`config.mk`:
```
export PLATFORM = sky130hd
export DESIGN_NAME = audio_rx_controller
export DESIGN_NICKNAME = d
export VERILOG_FILES = /design/src/rtl/audio_pkg.sv /design/src/rtl/sample_fifo.sv /design/src/rtl/audio_rx_controller.sv
export SDC_FILE = /design/constraint.sdc
export NUM_CORES = 1
export LEC_CHECK = 0
export CORE_UTILIZATION = 50
export CTS_BUF_LIST = sky130_fd_sc_hd__clkbuf_8
export DETAILED_ROUTE_END_ITERATION = 16
export PLACE_DENSITY = 0.74
export SLEW_MARGIN = 10
export SYNTH_ARGS = -nofsm -noshare
export SYNTH_HDL_FRONTEND = slang
export SYNTH_SLANG_ARGS = --single-unit
```
`constraint.sdc`:
```
create_clock -name clk_25mhz -period 10.9 [get_ports clk_25mhz]
set_input_delay 2.18 -clock clk_25mhz [delete_from_list [all_inputs] [get_ports clk_25mhz]]
set_output_delay 2.18 -clock clk_25mhz [all_outputs]
set_load 0.02 [all_outputs]
```
`src/rtl/audio_pkg.sv`:
```
// Shared types and helpers for the serial audio receive path.
package audio_pkg;

    localparam int SAMPLE_W = 16;

    typedef enum logic [1:0] {
        IDLE   = 2'd0,
        FILL   = 2'd1,
        PLAY   = 2'd2,
        RESYNC = 2'd3
    } ctrl_state_t;

    function automatic logic [7:0] sat_inc8(input logic [7:0] v);
        return (v == 8'hFF) ? v : v + 8'd1;
    endfunction

endpackage

```
`src/rtl/sample_fifo.sv`:
```
// Show-ahead sample FIFO: the head word is visible on rd_data whenever not empty.
module sample_fifo #(
    parameter int DEPTH = 8,
    parameter int WIDTH = 16
) (
    input  logic                     clk,
    input  logic                     rst_n,
    input  logic                     push,
    input  logic                     pop,
    input  logic                     flush,
    input  logic [WIDTH-1:0]         wr_data,
    output logic [WIDTH-1:0]         rd_data,
    output logic                     full,
    output logic                     empty,
    output logic [$clog2(DEPTH):0]   level
);

    localparam int AW = $clog2(DEPTH);
    localparam int LW = AW + 1;

    logic [WIDTH-1:0] r_mem [DEPTH];
    logic [AW-1:0]    r_wr_ptr;
    logic [AW-1:0]    r_rd_ptr;
    logic [LW-1:0]    r_level;
    logic             w_do_push;
    logic             w_do_pop;

    assign full      = (r_level == LW'(DEPTH));
    assign empty     = (r_level == '0);
    assign w_do_pop  = pop && !empty;
    // A pop in the same cycle frees the slot, so a full FIFO still accepts the push.
    assign w_do_push = push && (!full || w_do_pop);
    assign rd_data   = r_mem[r_rd_ptr];
    assign level     = r_level;

    always_ff @(posedge clk or negedge rst_n) begin
        if (!rst_n) begin
            r_wr_ptr <= '0;
            r_rd_ptr <= '0;
            r_level  <= '0;
        end else if (flush) begin
            r_wr_ptr <= '0;
            r_rd_ptr <= '0;
            r_level  <= '0;
        end else begin
            if (w_do_push) r_wr_ptr <= r_wr_ptr + AW'(1);
            if (w_do_pop)  r_rd_ptr <= r_rd_ptr + AW'(1);
            if (w_do_push && !w_do_pop)      r_level <= r_level + LW'(1);
            else if (!w_do_push && w_do_pop) r_level <= r_level - LW'(1);
        end
    end

    always_ff @(posedge clk) begin
        if (w_do_push && !flush) r_mem[r_wr_ptr] <= wr_data;
    end

endmodule

```
`src/rtl/audio_rx_controller.sv`:
```
// Drives the receiver's active line, buffers received words and releases
// them at the sample rate, with timeout resync and underrun recovery.
module audio_rx_controller
    import audio_pkg::*;
#(
    parameter int CLOCK_HZ       = 25_000_000,
    parameter int SAMPLE_RATE    = 44_100,
    parameter int FIFO_DEPTH     = 8,
    parameter int TIMEOUT_CYCLES = 2500,
    parameter int RESYNC_CYCLES  = 4
) (
    input  logic                          clk_25mhz,
    input  logic                          reset_n,
    input  logic                          enable,
    input  logic                          rx_data_ready,
    input  logic [SAMPLE_W-1:0]           rx_audio,
    output logic                          rx_active,
    output logic [SAMPLE_W-1:0]           sample_out,
    output logic                          sample_valid,
    output logic [$clog2(FIFO_DEPTH):0]   fifo_level,
    output logic [1:0]                    state_o,
    output logic [7:0]                    underrun_cnt,
    output logic [7:0]                    overflow_cnt,
    output logic [7:0]                    resync_cnt
);

    localparam int DIV    = CLOCK_HZ / SAMPLE_RATE;
    localparam int PACE_W = $clog2(DIV);
    localparam int TO_W   = $clog2(TIMEOUT_CYCLES + 1);
    localparam int RS_W   = $clog2(RESYNC_CYCLES + 1);
    localparam int LVL_W  = $clog2(FIFO_DEPTH) + 1;

    ctrl_state_t         r_state;
    ctrl_state_t         w_next;
    logic [PACE_W-1:0]   r_pace;
    logic [TO_W-1:0]     r_timer;
    logic [RS_W-1:0]     r_rs_cnt;
    logic [SAMPLE_W-1:0] r_sample;
    logic                r_valid;
    logic [7:0]          r_underrun;
    logic [7:0]          r_overflow;
    logic [7:0]          r_resync;
    logic                w_rx_active;

    logic                w_run;
    logic                w_push;
    logic                w_tick;
    logic                w_pop;
    logic                w_underrun;
    logic                w_overflow;
    logic                w_timeout;
    logic                w_flush;
    logic                w_full;
    logic                w_empty;
    logic [LVL_W-1:0]    w_level;
    logic [SAMPLE_W-1:0] w_head;

    assign w_run      = enable && (r_state == FILL || r_state == PLAY);
    assign w_push     = w_run && rx_data_ready;
    assign w_tick     = enable && (r_state == PLAY) && (r_pace == PACE_W'(DIV - 1));
    assign w_pop      = w_tick && !w_empty;
    // An empty FIFO never forwards a word pushed in the same cycle.
    assign w_underrun = w_tick && w_empty;
    assign w_overflow = w_push && w_full && !w_pop;
    assign w_timeout  = w_run && (r_timer == TO_W'(TIMEOUT_CYCLES));
    assign w_flush    = (w_next == IDLE);

    sample_fifo #(
        .DEPTH (FIFO_DEPTH),
        .WIDTH (SAMPLE_W)
    ) u_fifo (
        .clk     (clk_25mhz),
        .rst_n   (reset_n),
        .push    (w_push),
        .pop     (w_pop),
        .flush   (w_flush),
        .wr_data (rx_audio),
        .rd_data (w_head),
        .full    (w_full),
        .empty   (w_empty),
        .level   (w_level)
    );

    always_comb begin
        w_next      = r_state;
        w_rx_active = 1'b0;
        case (r_state)
            FILL, PLAY: w_rx_active = 1'b1;
            default:    w_rx_active = 1'b0;
        endcase
        if (!enable) begin
            w_next = IDLE;
        end else begin
            case (r_state)
                IDLE:   w_next = FILL;
                FILL:   if (w_timeout) w_next = RESYNC;
                        else if (w_level >= LVL_W'(FIFO_DEPTH / 2)) w_next = PLAY;
                PLAY:   if (w_timeout) w_next = RESYNC;
                        else if (w_underrun) w_next = FILL;
                RESYNC: if (r_rs_cnt == RS_W'(RESYNC_CYCLES - 1)) w_next = FILL;
                default: w_next = IDLE;
            endcase
        end
    end

    always_ff @(posedge clk_25mhz or negedge reset_n) begin
        if (!reset_n) begin
            r_state <= IDLE;
        end else begin
            r_state <= w_next;
        end
    end

    // Every state entry restarts the word-gap timer, so a freshly started
    // playback gets a full timeout window before the gap is held against it.
    always_ff @(posedge clk_25mhz or negedge reset_n) begin
        if (!reset_n) begin
            r_pace   <= '0;
            r_timer  <= '0;
            r_rs_cnt <= '0;
        end else begin
            if (r_state != PLAY || w_tick) r_pace <= '0;
            else                           r_pace <= r_pace + PACE_W'(1);

            if (w_next != r_state || w_push)                      r_timer <= '0;
            else if (w_run && r_timer != TO_W'(TIMEOUT_CYCLES))   r_timer <= r_timer + TO_W'(1);

            if (r_state == RESYNC) r_rs_cnt <= r_rs_cnt + RS_W'(1);
            else                   r_rs_cnt <= '0;
        end
    end

    always_ff @(posedge clk_25mhz or negedge reset_n) begin
        if (!reset_n) begin
            r_sample   <= '0;
            r_valid    <= 1'b0;
            r_underrun <= '0;
            r_overflow <= '0;
            r_resync   <= '0;
        end else begin
            r_valid <= w_pop;
            if (w_pop)      r_sample   <= w_head;
            if (w_underrun) r_underrun <= sat_inc8(r_underrun);
            if (w_overflow) r_overflow <= sat_inc8(r_overflow);
            if (w_timeout)  r_resync   <= sat_inc8(r_resync);
        end
    end

    assign rx_active    = w_rx_active;
    assign sample_out   = r_sample;
    assign sample_valid = r_valid;
    assign fifo_level   = w_level;
    assign state_o      = r_state;
    assign underrun_cnt = r_underrun;
    assign overflow_cnt = r_overflow;
    assign resync_cnt   = r_resync;

endmodule
```
==> results of run 1 <==
[power groups by stage]
stage / logic (uW) / clock network [uW] / registers (uW)
2_1_floorplan: 25.8 / 0 / 857
3_3_place_gp: 55.6 / 0 / 855
3_5_place_dp: 59.1 / 0 / 855
4_1_cts: 59.3 / 647 / 840
5_1_grt: 65.3 / 675 / 840
6_report: 58.5 / 628 / 840
[registers in the layout (all words and copies together), names as in the netlist, 4 cells and up]
| signal | count |
|---|---|
| r_timer | 12 |
| resync_cnt | 8 |
| u_fifo.level | 4 |
| sample_out | 16 |
| r_pace | 10 |
| overflow_cnt | 8 |
| underrun_cnt | 8 |
| u_fifo.r_mem | 128 |
[final cells by class]
cell class | count | area share [%]
multi-input combinational | 332 | 27.6
timing repair buffer | 78 | 7.20
clock inverter | 22 | 0.912
sequential | 206 | 55.6
clock buffer | 40 | 5.28
tap | 225 | 2.70
inverter | 18 | 0.648
[worst paths after layout]
check / startpoint / to / slack [ps]
worst max-delay path: enable / u_fifo.level[3] / 5530
worst min-delay path: r_rs_cnt[0] / r_rs_cnt[0] / 440
worst max register to register: state_o[0] / u_fifo.level[3] / 6930
worst min register to register: r_rs_cnt[0] / r_rs_cnt[0] / 440
max in group asynchronous: reset_n / u_fifo.r_rd_ptr[0] / 8350
min in group asynchronous: reset_n / r_pace[6] / 1860
[cells in the mapped netlist, types with 4 or more instances]
| library cell | count | area share, % |
|---|---|---|
| mux2i_1 | 18 | 2.0 |
| xnor2_1 | 27 | 2.7 |
| mux4_2 | 32 | 8.2 |
| a211oi_1 | 12 | 1.0 |
| nand2_1 | 24 | 1.0 |
| and2_1 | 7 | 0.50 |
| nand4_1 | 19 | 1.3 |
| buf_2 | 4 | 0.23 |
| nor2_1 | 37 | 1.6 |
| clkbuf_1 | 11 | 0.47 |
| nand3_1 | 18 | 1.0 |
| buf_1 | 6 | 0.26 |
| xor2_1 | 21 | 2.1 |
| and3_1 | 10 | 0.71 |
| a2111oi_0 | 4 | 0.40 |
| edfxtp_1 | 128 | 44 |
| inv_1 | 18 | 0.77 |
| a21oi_1 | 34 | 1.9 |
| dfrtp_1 | 78 | 22 |
| ha_1 | 18 | 2.6 |
[critical path: cells and delay by family]
| family | cells | cell delay, ps |
|---|---|---|
| xor gates and xnor gates | 1 | 100 |
| buffers and inverters | 3 | 1050 |
| AOI/OAI and AO/OA | 4 | 1010 |
| and+or+nand+nor | 3 | 880 |
| adders and majority gates | 2 | 560 |
[metal layers]
metal	wire length (um)	share of wire, %	vias up	global-route usage [%]
met5	0	0	-	0
met4	405	2.4	0	8.36
met3	850	5.0	34	4.32
met2	8760	51	136	33.5
met1	7120	42	2669	25.8
li1	-	-	2395	-
[metrics by stage]
step	std cells	instance area [sq um]	setup WS [ps]	total power, uW
after CTS	921	10400	5600	1550
after detailed placement	859	9780	5070	914
after global placement	859	9780	5280	910
after global routing	921	10400	5130	1580
after floorplan	578	8810	4640	883
final	921	10400	5530	1530
[logic make-up (layout without fill, tap and decap cells)]
| logic type | Yosys count | count (layout) |
|---|---|---|
| AOI/OAI and AO/OA | 69 | 69 |
| xor gates and xnor gates | 48 | 48 |
| adders and majority gates | 19 | 19 |
| buffers and inverters | 40 | 158 |
| DFF | 206 | 206 |
| muxes | 53 | 53 |
| and+or+nand+nor | 143 | 143 |
==> results.md, run 1 <==
| Stage | Metric | This run |
|---|---|---|
| run status | Result of the run | complete, no violations |
| floorplan | Core ar. | 17200 sq um |
| flow run | Max cap viols | 0 |
| logic synthesis | Number of synthesis warnings | 0 |
| power and ir drop | Static leakage | 0.00378 uW |
| cells and area | Total area of sequential cells | 5800 sq um |
| power and ir drop | Pwr Density | 146 nW/um^2 |
| logic synthesis | Commonest register cell after synthesis | edfxtp_1 |
| logic synthesis | Post-synthesis async set-or-reset flop share | 37.9% |
| critical path | Crit path capture type | flip-flop |
| grt | Aggregate global routing overflow | 0 |
| logic synthesis | Share of synthesized cell area in full adder, half adder and majority cells | 2.78% |
| critical path | Highest fanout seen on the critical path | 12 |
| logic synthesis | Gate count of the mapped netlist | 578 |
| sta | Slew HR | 26.4% |
| sta | Achievable frequency | 186 MHz |
| grt | GRT Resource Usage Total | 20.1% |
| power and ir drop | Register share of total power | 55.0% |
| logic synthesis | Synthesized netlist net count | 617 |
| drt | Routed vias/inst | 5.68 |
| logic synthesis | Mean Syn Cell Area | 15.2 sq um |
| power and ir drop | Part of the total power dissipated in combinational logic | 3.8% |
| cells and area | Antenna cells | 0 |
| sta | Minimum period implied by the final worst setup slack | 5370 ps |
| sta | Post-Route Hold Slack | 443 ps |
| worst hold path | Cell depth of the worst hold path | 1 |
| critical path | Critical Path Slowest Stage Cell | clkdlybuf4s50_1 |
| logic synthesis | Share of the yosys chip area belonging to registers | 65.8% |
| critical path | Data required time at the worst endpoint | 11320 ps |
| placed design | Final estimated routing congestion in global placement | 0.870 |
| critical path | Longest individual stage delay on the worst path | 700 ps |
| clock tree | Clock tree from TritonCTS | yes |
| sta | Period utilization | 49.3% |
| drt | First-pass iteration count of the detailed router | 4 |
| worst hold path | Type of the worst min-delay path | flip-flop to flip-flop |
| logic synthesis | Multiplexer share of the synthesized area | 10.6% |
| placed design | Count of input and output buffers | 67 |
| drt | DRT antenna net count | 0 |
| critical path | Worst Setup Start Kind | input pin |
| power and ir drop | Share of power burned in the clock network | 41.1% |
| clock tree | Number of buffers on the longest clock path | 3 |
| grt | Antenna violations before repair | 0 |
| floorplan | Width of the die | 135 um |
| sta | Final setup violation count | 0 |
| clock tree | Total number of clock tree sinks | 206 |
| drt | DRC violations left | 0 |
| clock tree | Number of hold buffers added after CTS | 0 |
| logic synthesis | Post-synth EDFFs | 128 |
| drt | DR WL/cell | 18.6 um |
| logic synthesis | Number of distinct library cells after synthesis | 56 |
| floorplan | Starting utilization of the core area | 51.1% |
| power and ir drop | Switching part of the total | 21.8% |
| clock tree | Depth of the CTS H-tree | 2 |
| logic synthesis | Flip-flop and latch count after synthesis | 206 |
| drt | Number of vias after detailed routing | 5234 |
| cells and area | Area of the multi-input gates | 2880 sq um |
| power and ir drop | Internal Pwr Total | 1190 uW |
| power and ir drop | Max VDD drop | 0.127 mV |
| placed design | Half-perimeter wire length after placement | 10400 um |
| logic synthesis | Main combinational cell family by area after synthesis | multiplexers |
| cells and area | Synthesis-to-layout area growth | 18.4% |
| critical path | WS Path Type | input pin to flip-flop |
| sta | Count of pins over their slew limit | 0 |
| sta | Slew @ Worst Pin | 1100 ps |
| cells and area | Total Nets Final | 710 |
| drt | DR iter-0 viols | 283 |
| clock tree | Buffer count from post-CTS setup fixing | 0 |
| cells and area | Commonest non-fill, non-tap cell in the layout | edfxtp_1 |
| critical path | Worst Reg-to-Reg Cells | 14 |
| grt | Via count of the first global-routing pass | 5426 |
| drt | Total length of routed wires | 17100 um |
| cells and area | Commonest cells after routing, fill and taps aside | edfxtp_1, dfrtp_1, clkdlybuf4s50_1 |
| floorplan | Chip height | 135 um |
| clock tree | Number of buffers created by CTS | 35 |
| cells and area | Layout cell share with drive strength beyond 1 | 15.4% |
| clock tree | Number of gates resized after CTS | 0 |
| sta | Final hold violation count | 0 |
| logic synthesis | Compound-gate portion of the synthesized area | 5.37% |
| sta | Worst clock skew on the final layout | 12.3 ps |
| critical path | Crit path arrival time | 5790 ps |
| grt | Pin count of the biggest net entering global routing | 79 |
| cells and area | Filler cell count | 1269 |
| floorplan | Standard-cell rows | 48 |
| sta | Sum of negative setup slack | 0 ps |
| cells and area | Final core utilization | 60.5% |
| logic synthesis | Post-synthesis share of cell area spent on xor and xnor gates | 4.77% |
| critical path | Sequence of cells on the critical path | clkdlybuf4s50_1, nand3b_1, o31ai_1, nand2_1, inv_1, ha_1, inv_1, ha_1, a21o_1, a21oi_1, xnor2_1, or3_1, a22oi_1 |
| power and ir drop | Net switching power | 333 uW |
| clock tree | Worst skew pair latency | 500 ps |
| logic synthesis | Combined area of all synthesized cells | 8810 sq um |
| sta | Unrepaired setup endpoints after global routing | false |
| floorplan | Die area | 18100 sq um |
| clock tree | Clock Pin Slew Worst Setup and Hold Paths | 60 ps |
| logic synthesis | Synth Area in Simple Gates | 8.81% |
| clock tree | Library cell used as clock root buffer | clkbuf_8 |
| grt | Wire length of the first global-routing pass | 27900 um |
| floorplan | Count of boundary I/O pins | 68 |
Note: power is estimated with default switching activity, not from simulation.
==> inputs of run 2 (changes only) <==
==> constraint.sdc (replaced) <==
create_clock -name clk_25mhz -period 5.4 [get_ports clk_25mhz]
set_input_delay 1.08 -clock clk_25mhz [delete_from_list [all_inputs] [get_ports clk_25mhz]]
set_output_delay 1.08 -clock clk_25mhz [all_outputs]
set_load 0.02 [all_outputs]
==> results.md, run 2 (synthesis results as in run 1) <==
| Stage | Metric | This run | Delta |
|---|---|---|---|
| grt | Aggregate global routing overflow | 0 | unchanged |
| sta | Slew @ Worst Pin | 1180 ps | +76.0 ps |
| power and ir drop | Static leakage | 0.00380 uW | +0.33% |
| flow run | Max cap viols | 0 | unchanged |
| clock tree | Depth of the CTS H-tree | 2 | unchanged |
| placed design | Final estimated routing congestion in global placement | 0.873 | +0.44% |
| critical path | Highest fanout seen on the critical path | 12 | unchanged |
| cells and area | Largest register by flop count | u_fifo.r_mem |  |
| cells and area | Antenna cells | 0 | unchanged |
| clock tree | Worst skew pair latency | 530 ps | +30 ps |
| run status | Result of the run | complete, no violations |  |
| critical path | Data required time at the worst endpoint | 5820 ps | -5500 ps |
| drt | First-pass iteration count of the detailed router | 4 | unchanged |
| sta | Minimum period implied by the final worst setup slack | 4210 ps |  |
| drt | DRT antenna net count | 0 | unchanged |
| floorplan | Die area | 18100 sq um | unchanged |
| clock tree | Number of hold buffers added after CTS | 0 | unchanged |
| clock tree | Library cell used as clock root buffer | clkbuf_8 |  |
| critical path | Reg2reg setup slack | 1530 ps | -5400 ps |
| sta | Slew HR | 21.3% | -5.1 points |
| critical path | WS Path Type | input pin to flip-flop |  |
| drt | DRC violations left | 0 | unchanged |
| clock tree | Number of buffers on the longest clock path | 3 | unchanged |
| critical path | Worst Setup Start Kind | input pin |  |
| clock tree | Number of gates resized after CTS | 0 | unchanged |
| clock tree | Clock Pin Slew Worst Setup and Hold Paths | 60 ps | about the same |
| worst hold path | Type of the worst min-delay path | flip-flop to flip-flop |  |
| floorplan | Standard-cell rows | 48 | unchanged |
| floorplan | Count of boundary I/O pins | 68 | unchanged |
| drt | DR WL/cell | 18.2 um | -1.9% |
| drt | DR iter-0 viols | 306 | +8.1% |
| cells and area | Synthesis-to-layout area growth | 18.8% |  |
| clock tree | Total number of clock tree sinks | 206 | unchanged |
| cells and area | Commonest non-fill, non-tap cell in the layout | edfxtp_1 |  |
| power and ir drop | Overall Power | 3130 uW | +100% |
| sta | Unrepaired setup endpoints after global routing | false |  |
| cells and area | Total Nets Final | 710 | unchanged |
| clock tree | Buffer count from post-CTS setup fixing | 0 | unchanged |
| grt | GRT Resource Usage Total | 20.1% | -0.045 points |
| clock tree | Clock tree from TritonCTS | yes |  |
| drt | Total length of routed wires | 16800 um | -1.8% |
| placed design | Pre-CTS setup slack | 728 ps | -4340 ps |
| drt | Number of vias after detailed routing | 5212 | -0.42% |
| sta | Setup ws final | 1190 ps | -4340 ps |
| sta | Final hold violation count | 0 | unchanged |
| critical path | Crit path arrival time | 4630 ps | -1160 ps |
| grt | Antenna violations before repair | 0 | unchanged |
| clock tree | Number of buffers created by CTS | 35 | unchanged |
| grt | Met1 usage | 26.0% | +0.22 points |
| sta | Achievable frequency | 237 MHz |  |
| power and ir drop | Max VDD drop | 0.248 mV | +96% |
| drt | Routed vias/inst | 5.65 | -0.53% |
| floorplan | Chip height | 135 um | unchanged |
| grt | Pin count of the biggest net entering global routing | 79 | unchanged |
| critical path | Crit path capture type | flip-flop |  |
| critical path | Longest individual stage delay on the worst path | 720 ps | +20 ps |
| cells and area | Max reg flops | 128 | unchanged |
| cells and area | Commonest cells after routing, fill and taps aside | edfxtp_1, dfrtp_1, clkdlybuf4s50_1 |  |
| sta | Sum of negative setup slack | 0 ps | unchanged |
| sta | Period utilization | 78.0% |  |
| placed design | Number of instances in the placed design | 859 | unchanged |
| critical path | Critical Path Slowest Stage Cell | clkdlybuf4s50_1 |  |
| floorplan | Core ar. | 17200 sq um | unchanged |
| grt | Global routing usage on met2 | 33.8% | +0.34 points |
| floorplan | Width of the die | 135 um | unchanged |
| grt | Wire length of the first global-routing pass | 28000 um | +0.37% |
| placed design | Count of input and output buffers | 67 | unchanged |
| sta | Count of pins over their slew limit | 0 | unchanged |
| grt | Busiest grt layer | met2 |  |
| grt | Via count of the first global-routing pass | 5450 | +0.44% |
| grt | Global routing usage on met3 | 3.87% | -0.45 points |
| cells and area | Final core utilization | 60.7% | +0.23 points |
| sta | Final setup violation count | 0 | unchanged |
| cells and area | Layout cell share with drive strength beyond 1 | 15.6% | +0.26 points |
| power and ir drop | Pwr Density | 299 nW/um^2 | +100% |
| critical path | Sequence of cells on the critical path | clkdlybuf4s50_1, nand3b_1, o31ai_1, nand2_1, inv_1, ha_1, inv_1, ha_1, a21o_1, a21oi_1, xnor2_1, or3_1, a22oi_1 |  |
| floorplan | Starting utilization of the core area | 51.1% | unchanged |
| cells and area | Final non-filler cell total | 922 | +0.11% |
| placed design | Half-perimeter wire length after placement | 10200 um | -1.9% |
| sta | Worst clock skew on the final layout | 33.4 ps | +21.2 ps |
## run 2: changes by cell type in the layout (fill, tap and decap cells not counted), sizes merged
cell / previous run / this run
clkbuf: 40 / 42
clkinv: 8 / 7
## run 2: layout make-up
class	instances	area, sq um
well taps	225	282
clock buffers	42	578
clock inverters	21	106
multi-input cells	332	2880
flip-flops and latches	206	5800
repair buffers	78	751
fillers	1278	6770
inverters	18	67.6
## run 2: routing by layer
| metal | vias to the layer above | part of all wire [%] |
|---|---|---|
| li1 | 2408 | - |
| met1 | 2653 | 43 |
| met2 | 127 | 50 |
| met3 | 24 | 4.8 |
| met4 | 0 | 1.7 |
| met5 | - | 0 |
## run 2: path summary, 6_finish.rpt
path	start	end	depth (start not counted)
min reg2reg	r_rs_cnt[0]	r_rs_cnt[0]	1
max reg2reg	state_o[0]	u_fifo.level[3]	14
min	r_rs_cnt[0]	r_rs_cnt[0]	1
max	enable	u_fifo.level[3]	13
min in group asynchronous	reset_n	sample_out[8]	1
max in group asynchronous	reset_n	u_fifo.r_rd_ptr[1]	1
## run 2: power breakdown
part           internal (uW)  total (uW)  switching [uW]
Clock                    712        1320             603
Combinational           43.7         117            73.8
Sequential              1690        1700            8.49
## run 2: stage by stage
| step | hold slack (ps) | instance area, sq um |
|---|---|---|
| CTS | 439 | 10500 |
| finish | 432 | 10500 |
| global placement | 420 | 9780 |
| global route | 467 | 10500 |
| floorplan | 409 | 8810 |
| detailed placement | 432 | 9780 |
## run 2: worst max-delay path, delay by kind of cell
kind	cells	cell delay, ps
adders and majority gates	2	550
xor gates and xnor gates	1	100
buffers and inverters	3	1050
and+or+nand+nor	3	860
AOI/OAI and AO/OA	4	970
==> inputs of run 3 (changes only) <==
==> constraint.sdc (replaced) <==
create_clock -name clk_25mhz -period 3.94 [get_ports clk_25mhz]
set_input_delay 0.788 -clock clk_25mhz [delete_from_list [all_inputs] [get_ports clk_25mhz]]
set_output_delay 0.788 -clock clk_25mhz [all_outputs]
set_load 0.02 [all_outputs]
==> results.md, run 3 (synthesis results as in run 1) <==
| Stage | Metric | This run | Delta |
|---|---|---|---|
| cells and area | Commonest non-fill, non-tap cell in the layout | edfxtp_1 |  |
| sta | Count of pins over their slew limit | 0 | unchanged |
| sta | Slew @ Worst Pin | 1170 ps | -7.42 ps |
| floorplan | Die area | 18100 sq um | unchanged |
| drt | Metal-1 WL | 7580 um | +4.5% |
| clock tree | Clock Pin Slew Worst Setup and Hold Paths | 60 ps | about the same |
| worst hold path | Hold Crit Start | r_rs_cnt[0] |  |
| clock tree | Clock tree from TritonCTS | yes |  |
| critical path | Crit path arrival time | 3980 ps | -650 ps |
| drt | First-pass iteration count of the detailed router | 4 | unchanged |
| cells and area | Commonest cells after routing, fill and taps aside | edfxtp_1, dfrtp_1, clkdlybuf4s50_1 |  |
| clock tree | Total number of clock tree sinks | 206 | unchanged |
| placed design | Final estimated routing congestion in global placement | 0.810 | -7.3% |
| placed design | Number of instances in the placed design | 866 | +0.81% |
| drt | Wire length on met3 | 843 um | +3.7% |
| critical path | Worst path top cell family by delay | compound AO/OA/AOI/OAI gates |  |
| floorplan | Starting utilization of the core area | 51.1% | unchanged |
| cells and area | Layout cell share with drive strength beyond 1 | 15.8% | +0.13 points |
| sta | Final setup violation count | 0 | unchanged |
| grt | Pin count of the biggest net entering global routing | 79 | unchanged |
| placed design | Count of input and output buffers | 67 | unchanged |
| drt | Total length of routed wires | 17700 um | +5.3% |
| grt | Aggregate global routing overflow | 0 | unchanged |
| clock tree | Library cell used as clock root buffer | clkbuf_8 |  |
| critical path | Startpoint of the worst register-to-register path | state_o[0] |  |
| clock tree | Number of hold buffers added after CTS | 0 | unchanged |
| sta | Worst clock skew on the final layout | 25.4 ps | -8.02 ps |
| placed design | Half-perimeter wire length after placement | 11200 um | +9.7% |
| drt | DRT antenna net count | 0 | unchanged |
| clock tree | Depth of the CTS H-tree | 2 | unchanged |
| critical path | Highest fanout seen on the critical path | 8 | -4 |
| cells and area | Final cell area excluding filler cells | 10500 sq um | +0.28% |
| floorplan | Count of boundary I/O pins | 68 | unchanged |
| clock tree | Buffer count from post-CTS setup fixing | 0 | unchanged |
| cells and area | Largest register by flop count | u_fifo.r_mem |  |
| cells and area | Max reg flops | 128 | unchanged |
| placed design | Total cell area at the placement stage | 9830 sq um | +0.52% |
| grt | Antenna violations before repair | 0 | unchanged |
| sta | Final hold violation count | 0 | unchanged |
| floorplan | Core ar. | 17200 sq um | unchanged |
| sta | Minimum period implied by the final worst setup slack | 3550 ps |  |
| drt | Highest routing layer actually used | met4 |  |
| grt | Via count of the first global-routing pass | 5455 | +0.092% |
| cells and area | Final non-filler cell total | 930 | +0.87% |
| critical path | Crit path launch | state_o[0] |  |
| critical path | Bufs and invs on worst path | 3 | unchanged |
| floorplan | Width of the die | 135 um | unchanged |
| drt | Number of vias after detailed routing | 5238 | +0.50% |
| critical path | WS Path Type | flip-flop to flip-flop |  |
| floorplan | Standard-cell rows | 48 | unchanged |
| critical path | Data required time at the worst endpoint | 4370 ps | -1450 ps |
| floorplan | Chip height | 135 um | unchanged |
| cells and area | Filler cell count | 1290 | +0.94% |
| critical path | Crit path capture type | flip-flop |  |
| drt | Routed vias/inst | 5.63 | -0.37% |
| drt | DR iter-0 viols | 317 | +3.6% |
| sta | Post-Route Hold Slack | 439 ps | +6.50 ps |
| sta | Sum of negative setup slack | 0 ps | unchanged |
| run status | Result of the run | complete, no violations |  |
| grt | Wire length of the first global-routing pass | 28600 um | +2.4% |
| grt | GRT Resource Usage Total | 20.6% | +0.48 points |
| power and ir drop | Overall Power | 4270 uW | +36% |
| drt | Routed met2 length | 8830 um | +4.1% |
| clock tree | Worst skew pair latency | 530 ps | about the same |
| critical path | Longest individual stage delay on the worst path | 460 ps | -260 ps |
| cells and area | Synthesis-to-layout area growth | 19.1% |  |
| clock tree | Number of gates resized after CTS | 0 | unchanged |
| drt | DR WL/cell | 19.0 um | +4.4% |
| critical path | Worst Setup Start Kind | flip-flop |  |
| sta | Period utilization | 90.1% |  |
| flow run | Max cap viols | 0 | unchanged |
| clock tree | Number of buffers created by CTS | 35 | unchanged |
| drt | DRC violations left | 0 | unchanged |
| power and ir drop | Pwr Density | 407 nW/um^2 | +36% |
| power and ir drop | Static leakage | 0.00384 uW | +1.1% |
| critical path | Sequence of cells on the critical path | inv_1, ha_1, nand4_1, o31ai_1, nand2_1, inv_1, ha_1, inv_1, ha_1, a21o_1, a21oi_1, xnor2_1, or3_1, a22oi_1 |  |
| worst hold path | Type of the worst min-delay path | flip-flop to flip-flop |  |
| power and ir drop | Max VDD drop | 0.305 mV | +23% |
| sta | Slew HR | 21.8% | +0.49 points |
| critical path | Critical Path Slowest Stage Cell | dfrtp_1 |  |
| sta | Unrepaired setup endpoints after global routing | false |  |
| sta | Achievable frequency | 282 MHz |  |
| cells and area | Total Nets Final | 717 | +0.99% |
| clock tree | Number of buffers on the longest clock path | 3 | unchanged |
## run 3: cell count changes in the layout (fill, tap and decap cells not counted), sizes merged
cell      before  now
inv           30   35
diode          0    1
clkbuf        42   39
buf           12   19
clkinvlp       2    0
## run 3: power breakdown
group | total [uW] | internal [uW] | switching, uW
Clock | 1770 | 924 | 850
Combinational | 170 | 64.2 | 105
Sequential | 2320 | 2310 | 11.6
## run 3: final cells by class
| class | count | area [sq um] | area share, % |
|---|---|---|---|
| diodes | 1 | 2.50 | 0.0239 |
| clock buffers | 39 | 537 | 5.12 |
| clock inverters | 24 | 123 | 1.17 |
| inverters | 18 | 67.6 | 0.644 |
| multi-input cells | 332 | 2880 | 27.5 |
| flip-flops and latches | 206 | 5800 | 55.3 |
| well taps | 225 | 282 | 2.68 |
| repair buffers | 85 | 803 | 7.66 |
## run 3: per-layer routing
layer  track usage (%)  vias to the layer above
met5                 0                        -
met4              8.30                        0
met3              3.98                       38
met2              33.9                      128
met1              26.9                     2647
li1                  -                     2425
## run 3: worst paths after layout
check	to	slack, ps	cells after the start
hold reg to reg	r_rs_cnt[0]	440	1
hold / removal	r_rs_cnt[0]	440	1
max in group asynchronous	u_fifo.r_rd_ptr[0]	2750	1
setup reg to reg	u_fifo.level[3]	390	14
min in group asynchronous	overflow_cnt[0]	460	1
setup / recovery	u_fifo.level[3]	390	14
## run 3: per-stage QoR
stage	setup WS [ps]	utilization (%)
floorplan	-538	-
global placement	269	57.0
detailed placement	187	57.0
CTS	458	60.9
global route	168	60.9
finish	391	60.9
